[src/rtl/multicycle_ctrl_fsm.sv]
// Multi-cycle control sequencer for the 64-bit RV core: walks each instruction through
// fetch/decode/execute/mem/writeback and drives datapath strobes over one shared memory port.
module multicycle_ctrl_fsm #(
   parameter int MEM_TIMEOUT  = 16,
   parameter bit ILLEGAL_HALT = 1'b1
) (
   input  logic       clk,
   input  logic       rst_n,
   input  logic [6:0] opcode,
   input  logic       zero,
   input  logic       mem_ready,
   output logic       mem_req,
   output logic       mem_we,
   output logic       mem_addr_sel,
   output logic       ir_write,
   output logic       pc_write,
   output logic [1:0] pc_src,
   output logic [1:0] alu_src_b,
   output logic [1:0] alu_op,
   output logic [2:0] imm_type,
   output logic       reg_write,
   output logic [1:0] wb_sel,
   output logic [3:0] state,
   output logic       halted,
   output logic       timeout_err
);

   typedef enum logic [3:0] {
      FETCH  = 4'd0,
      DECODE = 4'd1,
      ADDR   = 4'd2,
      MEM_RD = 4'd3,
      MEM_WR = 4'd4,
      WB_MEM = 4'd5,
      EXEC_I = 4'd6,
      EXEC_R = 4'd7,
      WB_ALU = 4'd8,
      BRANCH = 4'd9,
      UPPER  = 4'd10,
      JUMP   = 4'd11,
      HALT   = 4'd15
   } state_t;

   localparam logic [7:0] WAIT_LAST = 8'(MEM_TIMEOUT - 1);

   state_t     state_q, state_d;
   logic [2:0] imm_q, imm_d;
   logic       is_store_q, is_store_d;
   logic [7:0] wait_q, wait_d;
   logic       terr_q, terr_d;
   logic       mem_phase, timeout_hit;

   logic       req_c, we_c, addr_sel_c, ir_write_c, pc_write_c, reg_write_c;
   logic [1:0] pc_src_c, alu_src_b_c, alu_op_c, wb_sel_c;

   // The wait counter only advances while the port is requested and not yet served.
   assign mem_phase   = (state_q == FETCH) || (state_q == MEM_RD) || (state_q == MEM_WR);
   assign timeout_hit = (MEM_TIMEOUT != 0) && mem_phase && !mem_ready && (wait_q == WAIT_LAST);

   always_comb begin
      state_d     = state_q;
      imm_d       = imm_q;
      is_store_d  = is_store_q;
      req_c       = 1'b0;
      we_c        = 1'b0;
      addr_sel_c  = 1'b0;
      ir_write_c  = 1'b0;
      pc_write_c  = 1'b0;
      reg_write_c = 1'b0;
      pc_src_c    = 2'b00;
      alu_src_b_c = 2'b00;
      alu_op_c    = 2'b00;
      wb_sel_c    = 2'b00;

      case (state_q)
         FETCH: begin
            req_c = 1'b1;
            if (mem_ready) begin
               ir_write_c = 1'b1;
               pc_write_c = 1'b1;
               state_d    = DECODE;
            end else if (timeout_hit) begin
               state_d = HALT;
            end
         end
         DECODE: begin
            is_store_d = 1'b0;
            case (opcode)
               7'b0000011: begin imm_d = 3'b000; state_d = ADDR; end
               7'b0100011: begin imm_d = 3'b001; is_store_d = 1'b1; state_d = ADDR; end
               7'b0010011: begin imm_d = 3'b000; state_d = EXEC_I; end
               7'b0110011: begin imm_d = 3'b000; state_d = EXEC_R; end
               7'b1100011: begin imm_d = 3'b010; state_d = BRANCH; end
               7'b0110111: begin imm_d = 3'b011; state_d = UPPER; end
               7'b1101111: begin imm_d = 3'b100; state_d = JUMP; end
               default: begin
                  imm_d   = 3'b000;
                  state_d = ILLEGAL_HALT ? HALT : FETCH;
               end
            endcase
         end
         ADDR: begin
            alu_src_b_c = 2'b01;
            state_d     = is_store_q ? MEM_WR : MEM_RD;
         end
         MEM_RD: begin
            req_c      = 1'b1;
            addr_sel_c = 1'b1;
            if (mem_ready)        state_d = WB_MEM;
            else if (timeout_hit) state_d = HALT;
         end
         MEM_WR: begin
            req_c      = 1'b1;
            we_c       = 1'b1;
            addr_sel_c = 1'b1;
            if (mem_ready)        state_d = FETCH;
            else if (timeout_hit) state_d = HALT;
         end
         WB_MEM: begin
            reg_write_c = 1'b1;
            wb_sel_c    = 2'b01;
            state_d     = FETCH;
         end
         EXEC_I: begin
            alu_src_b_c = 2'b01;
            alu_op_c    = 2'b10;
            state_d     = WB_ALU;
         end
         EXEC_R: begin
            alu_op_c = 2'b10;
            state_d  = WB_ALU;
         end
         WB_ALU: begin
            reg_write_c = 1'b1;
            state_d     = FETCH;
         end
         BRANCH: begin
            alu_op_c   = 2'b01;
            pc_src_c   = 2'b01;
            pc_write_c = zero;
            state_d    = FETCH;
         end
         UPPER: begin
            reg_write_c = 1'b1;
            wb_sel_c    = 2'b11;
            state_d     = FETCH;
         end
         JUMP: begin
            reg_write_c = 1'b1;
            wb_sel_c    = 2'b10;
            pc_write_c  = 1'b1;
            pc_src_c    = 2'b10;
            state_d     = FETCH;
         end
         HALT:    state_d = HALT;
         default: state_d = HALT;
      endcase

      terr_d = terr_q | timeout_hit;

      // Any state change lands on a fresh access (or leaves the memory phase), so restart the count.
      if (mem_ready || (state_d != state_q)) wait_d = 8'd0;
      else if (mem_phase)                    wait_d = wait_q + 8'd1;
      else                                   wait_d = wait_q;
   end

   always_ff @(posedge clk) begin
      if (!rst_n) begin
         state_q    <= FETCH;
         imm_q      <= 3'b000;
         is_store_q <= 1'b0;
         wait_q     <= 8'd0;
         terr_q     <= 1'b0;
      end else begin
         state_q    <= state_d;
         imm_q      <= imm_d;
         is_store_q <= is_store_d;
         wait_q     <= wait_d;
         terr_q     <= terr_d;
      end
   end

   // Outputs are forced low while reset is asserted so an in-flight access drops immediately.
   assign mem_req      = rst_n & req_c;
   assign mem_we       = rst_n & we_c;
   assign mem_addr_sel = rst_n & addr_sel_c;
   assign ir_write     = rst_n & ir_write_c;
   assign pc_write     = rst_n & pc_write_c;
   assign reg_write    = rst_n & reg_write_c;
   assign pc_src       = rst_n ? pc_src_c    : 2'b00;
   assign alu_src_b    = rst_n ? alu_src_b_c : 2'b00;
   assign alu_op       = rst_n ? alu_op_c    : 2'b00;
   assign wb_sel       = rst_n ? wb_sel_c    : 2'b00;
   assign imm_type     = rst_n ? imm_q       : 3'b000;
   assign state        = rst_n ? 4'(state_q) : 4'd0;
   assign halted       = rst_n & (state_q == HALT);
   assign timeout_err  = rst_n & terr_q;

endmodule

[config.mk]
export PLATFORM = sky130hd
export DESIGN_NAME = multicycle_ctrl_fsm
export DESIGN_NICKNAME = d
export VERILOG_FILES = /design/src/rtl/multicycle_ctrl_fsm.sv
export SDC_FILE = /design/constraint.sdc
export NUM_CORES = 1
export LEC_CHECK = 0
export ABC_AREA = 1
export CAP_MARGIN = 5
export CORE_ASPECT_RATIO = 0.7
export CORE_UTILIZATION = 25
export CTS_CLUSTER_DIAMETER = 100
export DETAILED_ROUTE_END_ITERATION = 6
export GPL_TIMING_DRIVEN = 0
export SLEW_MARGIN = 20
export SYNTH_ARGS = -nofsm -noshare
export SYNTH_HDL_FRONTEND = slang
export SYNTH_SLANG_ARGS = --single-unit
[constraint.sdc]
create_clock -name clk -period 3.5 [get_ports clk]
set_input_delay 0.35 -clock clk [delete_from_list [all_inputs] [get_ports clk]]
set_output_delay 0.35 -clock clk [all_outputs]
set_load 0.05 [all_outputs]
# ---- After elaboration in Yosys (flattened, before gate mapping)
# Cells that the tools add are included.
# Widths: inputs -> output; s select.
dict set report totals {
  register_bits 17
  latchBits 0
  ramBits 0
  romBits 0
  in_bits 11
  out_inout_bits 23
  word_cells 78
  mem_count 0
}
dict set report classes {
  add_sub_neg 1
  multipliers 0
  n_div 0
  n_lt_le_gt_ge 0
  n_eq_ne 21
  shift 0
  n_mux 26
  n_bitwise 10
  n_reduce_logical 15
}
# cell count
set ops {}
lappend ops {{$pmux 4 s7} 1}
lappend ops {{$pmux 4 s6} 1}
lappend ops {{$eq 7x6->1 const B} 3}
lappend ops {{$eq 4x4->1 const B} 5}
lappend ops {{$mux 4} 5}
lappend ops {{$eq 4x3->1 const B} 4}
lappend ops {{$eq 7x7->1 const B} 2}
lappend ops {{$pmux 3 s4} 1}
lappend ops {{$reduce_or 2->1} 5}
lappend ops {{$add 8x1->8 const B} 1}
lappend ops {{$and 1x1->1} 8}
lappend ops {{$eq 4x2->1 const B} 2}
lappend ops {{$eq 8x4->1 const B} 1}
lappend ops {{$mux 1} 8}
lappend ops {{$mux 2} 4}
lappend ops {{$pmux 2 s2} 2}
lappend ops {{$eq 7x2->1 const B} 1}
lappend ops {{$eq 7x5->1 const B} 1}
lappend ops {{$mux 3} 2}
lappend ops {{$pmux 2 s3} 1}
lappend ops {{$reduce_or 5->1} 1}
lappend ops {{$eq 4x1->1 const B} 1}
lappend ops {{$logic_not 4->1} 1}
lappend ops {{$ne 4x4->1} 1}
lappend ops {{other kinds (8)} 11}

# ---- Logic depth before layout (Yosys ltp)
dict set report logic_depth {
  ltp_word 11
  depth_mapped 13
  ltp_nobuf 12
}

# ---- Worst setup path after synthesis
# OpenSTA, ideal clock, no wires.
dict set report synth_path {
  path_type {reg2out}
  startpoint {reg state_q[3]}
  endpoint {out pc_write}
  arrival_time_ps 2382
  required_ps 3150
  path_slack_ps 768
  stages_incl_launch_ff 7
  path_buffers 1
  cell_sequence {dfxtp_1 > buf_2 > inv_1 > nor2_1 > inv_1 > nor3_1 > a211o_1}
}
dict set report synth_between {
  elab_chain_cells 3
  word_cells_on_any_way 5
  classes_between {eq/ne (2); mux (1); bitwise (1); reduce/logical (1)}
}
# item line
set synth_rtl {}
lappend synth_rtl {{start, declared} 46} ;# state_t state_q, state_d;
lappend synth_rtl {{start signal, assigned} 175} ;# state_q <= state_d;
lappend synth_rtl {{$eq 4x4->1 or $logic_not 4->1 (tied branches)} 75} ;# case (state_q)
lappend synth_rtl {{$pmux 1 s3 *} 75}
lappend synth_rtl {{$and 1x1->1 *} 188} ;# assign pc_write = rst_n & pc_write_c;
lappend synth_rtl {{end, declared} 16} ;# output logic pc_write,
# Every way passes the cells marked *; elsewhere a longest branch is shown, timed or not.

# ---- Worst setup path after layout
dict set report layout_path {
  startpoint {in rst_n}
  endpoint {out halted}
}
dict set report layout_between {
  elab_chain_cells 1
}
# item line
set layout_rtl {}
lappend layout_rtl {{start, declared} 8} ;# input logic rst_n,
lappend layout_rtl {{$and 1x1->1} 196} ;# assign halted = rst_n & (state_q == HALT);
lappend layout_rtl {{end, declared} 24} ;# output logic halted,
# Every way passes these cells.

==> results.ini <==
[outcome]
status=complete, no violations

[routing]
ant_nets=0
totalWireLength_um=3370
vias=1370
drt_iter0_markers=68
vias_per_cell=4.38
drc=0
avgRoutedWirePerCell_um=10.8
first_pass_iters=4

[min_path]
worstHoldStart=is_store_q
whs_path_depth=2
hold_class=reg -> reg
worstHoldEndpoint=is_store_q

[sta]
setup_ws_ns=0.627
tns_ns=0
setup_viol=0
hold_violations=0
tightest_slew_ns=0.508
relSlewSlack_pct=66.0
clock.fmax_mhz=348
period_share_pct=82.1
slew_violations=0
clock-skew-final_ns=0.00367
grt_setup_unrepaired=no
period_minus_slack_ns=2.87

[worst_setup_path]
worstSetupEndpointType=primary output
cp-start-kind=input pin
regToRegSetupSlack_ns=1.70
rr_startpoint=state_q[0]
worst_ep_required_time_ns=3.15
cp_data_arrival_time_ns=2.52
r2r_end=wait_q[0]
worst-path-max-fanout=10
reg2reg_depth=12
crit_type=in -> out

[place]
portBuffers=32
place_ws_ns=0.640
dp_hpwl_um=2660
gp_congestion=0.773

[cts]
path_clk_slew_ns=0.08
cts_buffers=3
clock-sinks=17
cts_resized=0
cts_htree_levels=1
clock_latency_ns=0.26
clock-root-buffer=clkbuf_8
tritoncts=built
cts_setup_buffers=0
hold_buffers=0
cts_buffer_depth=2

[yosys]
synthArstFlopShare_pct=0
syn_inst=205
synth_area_um2=1360
synth.distinct_cells=33
synth.area.top_cells=dfxtp_1 25%, nand2_1 12%, inv_1 9.4%
synth_top_flop_cell=dfxtp_1
yosysTopAreaCellShare_pct=25.1
avgSynthCellArea_um2=6.61
post-synth-top-area-cell=dfxtp_1
ys_seq_area_share_pct=25.1
synth_edf_count=0
synth.most_common_cell=nand2_1
netlist_top_cells_count=44 x nand2_1, 34 x inv_1, 23 x nor2_1
ys_ff_latch=17
synth_nets=217
ys_warn_count=0

[floorplanning]
rows=22
initial_core_util_pct=25.9
coreArea_um2=5230
io-pin-count=34
die_h_um=63.6
die_w_um=90.0
design.die.area_um2=5720

[grt]
grt_pass1_vias=1207
grt_start_max_net_pins=12
grt_antenna_before_repair=0
track_usage_pct=12.3
grt_pass1_wl_um=5710
grt_overflow_total=0

[power_and_ir_drop]
vdd_drop_max_mv=0.367
power.leakage_uw=0.000787
power_density_nw_per_um2=758

[cells_and_area]
nets=254
syn2layout_area_growth_pct=33.9
final_layout_size_suffix_gt1_share_pct=16.2
antenna_cells=0
fillers=582

[job]
max-cap-violations=0

-- worst max path at each step --
| stage | to | start |
|---|---|---|
| floorplan | pc_write | state_q[3] |
| CTS | halted | rst_n |
| global placement | halted | rst_n |
| detailed placement | halted | rst_n |
| global route | halted | rst_n |
| finish | halted | rst_n |
-- registers in the layout (all words and copies together) (netlist names) --
| signal | flops |
|---|---|
| state_q | 4 |
| imm_q | 3 |
| is_store_q | 1 |
| terr_q | 1 |
| wait_q | 8 |
-- through the flow --
| step | area [um^2] | util (%) | std cells | hold slack (ns) | total power (uW) |
|---|---|---|---|---|---|
| CTS | 1810 | 34.7 | 313 | 0.483 | 1370 |
| finish | 1810 | 34.7 | 313 | 0.485 | 1370 |
| global route | 1810 | 34.7 | 313 | 0.522 | 1460 |
| global placement | 1770 | 33.8 | 309 | 0.469 | 1210 |
| detailed placement | 1770 | 33.8 | 309 | 0.472 | 1210 |
| floorplan | 1360 | - | 205 | 0.423 | 996 |
-- placed cells by master, fill, tap and decap left out --
cell,count
nand4_1,3
conb_1,1
mux2_2,1
nor3_1,6
nand2_2,7
a31oi_1,3
ha_1,1
nand2_1,44
o211ai_1,2
nor2_2,5
inv_1,34
nor2_1,23
clkbuf_8,3
o21ai_0,6
o31ai_1,1
clkinvlp_4,1
clkdlybuf4s50_1,32
xor2_1,3
nand3_1,10
nand3_2,1
o21ai_1,1
buf_2,1
a211oi_1,1
buf_6,2
inv_2,3
clkinv_1,1
buf_4,1
nor3_2,8
a21oi_1,4
xnor2_1,4
clkbuf_1,2
nand4_2,2
a211o_1,1
o221ai_1,2
nand3_4,4
dfxtp_1,17
-- worst max-delay path: stages --
cell and delay [ns]:
clkdlybuf4s50_1 0.59, inv_1 0.15, clkbuf_1 0.26, nor3_1 0.31
clkdlybuf4s50_1 0.85
-- layout make-up --
type / instances / area [um^2] / area share [%]
Buffer: 6 / 42.5 / 2.34
Clock inverter: 1 / 7.51 / 0.414
Timing Repair Buffer: 32 / 320 / 17.7
Sequential cell: 17 / 340 / 18.8
Inverter: 38 / 143 / 7.86
Tap cell: 72 / 90.1 / 4.97
Clock buffer: 3 / 41.3 / 2.28
Multi-Input combinational cell: 144 / 830 / 45.7
-- routing by layer --
layer,vias up,track usage [%],wire length [um]
met4,0,3.02,29
met2,42,16.7,1220
met3,2,3.26,212
li1,723,-,-
met5,-,0,0
met1,603,18.6,1910
-- logic make-up (layout without fill, tap and decap cells) --
family / after synthesis / count (layout) / share of synthesized area (%)
adders and majority gates: 1 / 1 / 0.923
other: 1 / 1 / 0.277
xor gates and xnor gates: 7 / 7 / 4.52
muxes: 1 / 1 / 0.831
AOI/OAI and AO/OA: 21 / 21 / 9.60
DFF: 17 / 17 / 25.1
and+or+nand+nor: 113 / 113 / 45.1
buffers and inverters: 44 / 80 / 13.7
-- report_power, final --
| group | switching (uW) | internal [uW] |
|---|---|---|
| clock | 80.3 | 80.3 |
| sequential | 28.0 | 234 |
| combinational | 651 | 300 |
| total | 759 | 615 |
Power figures use the tool's default switching activity.
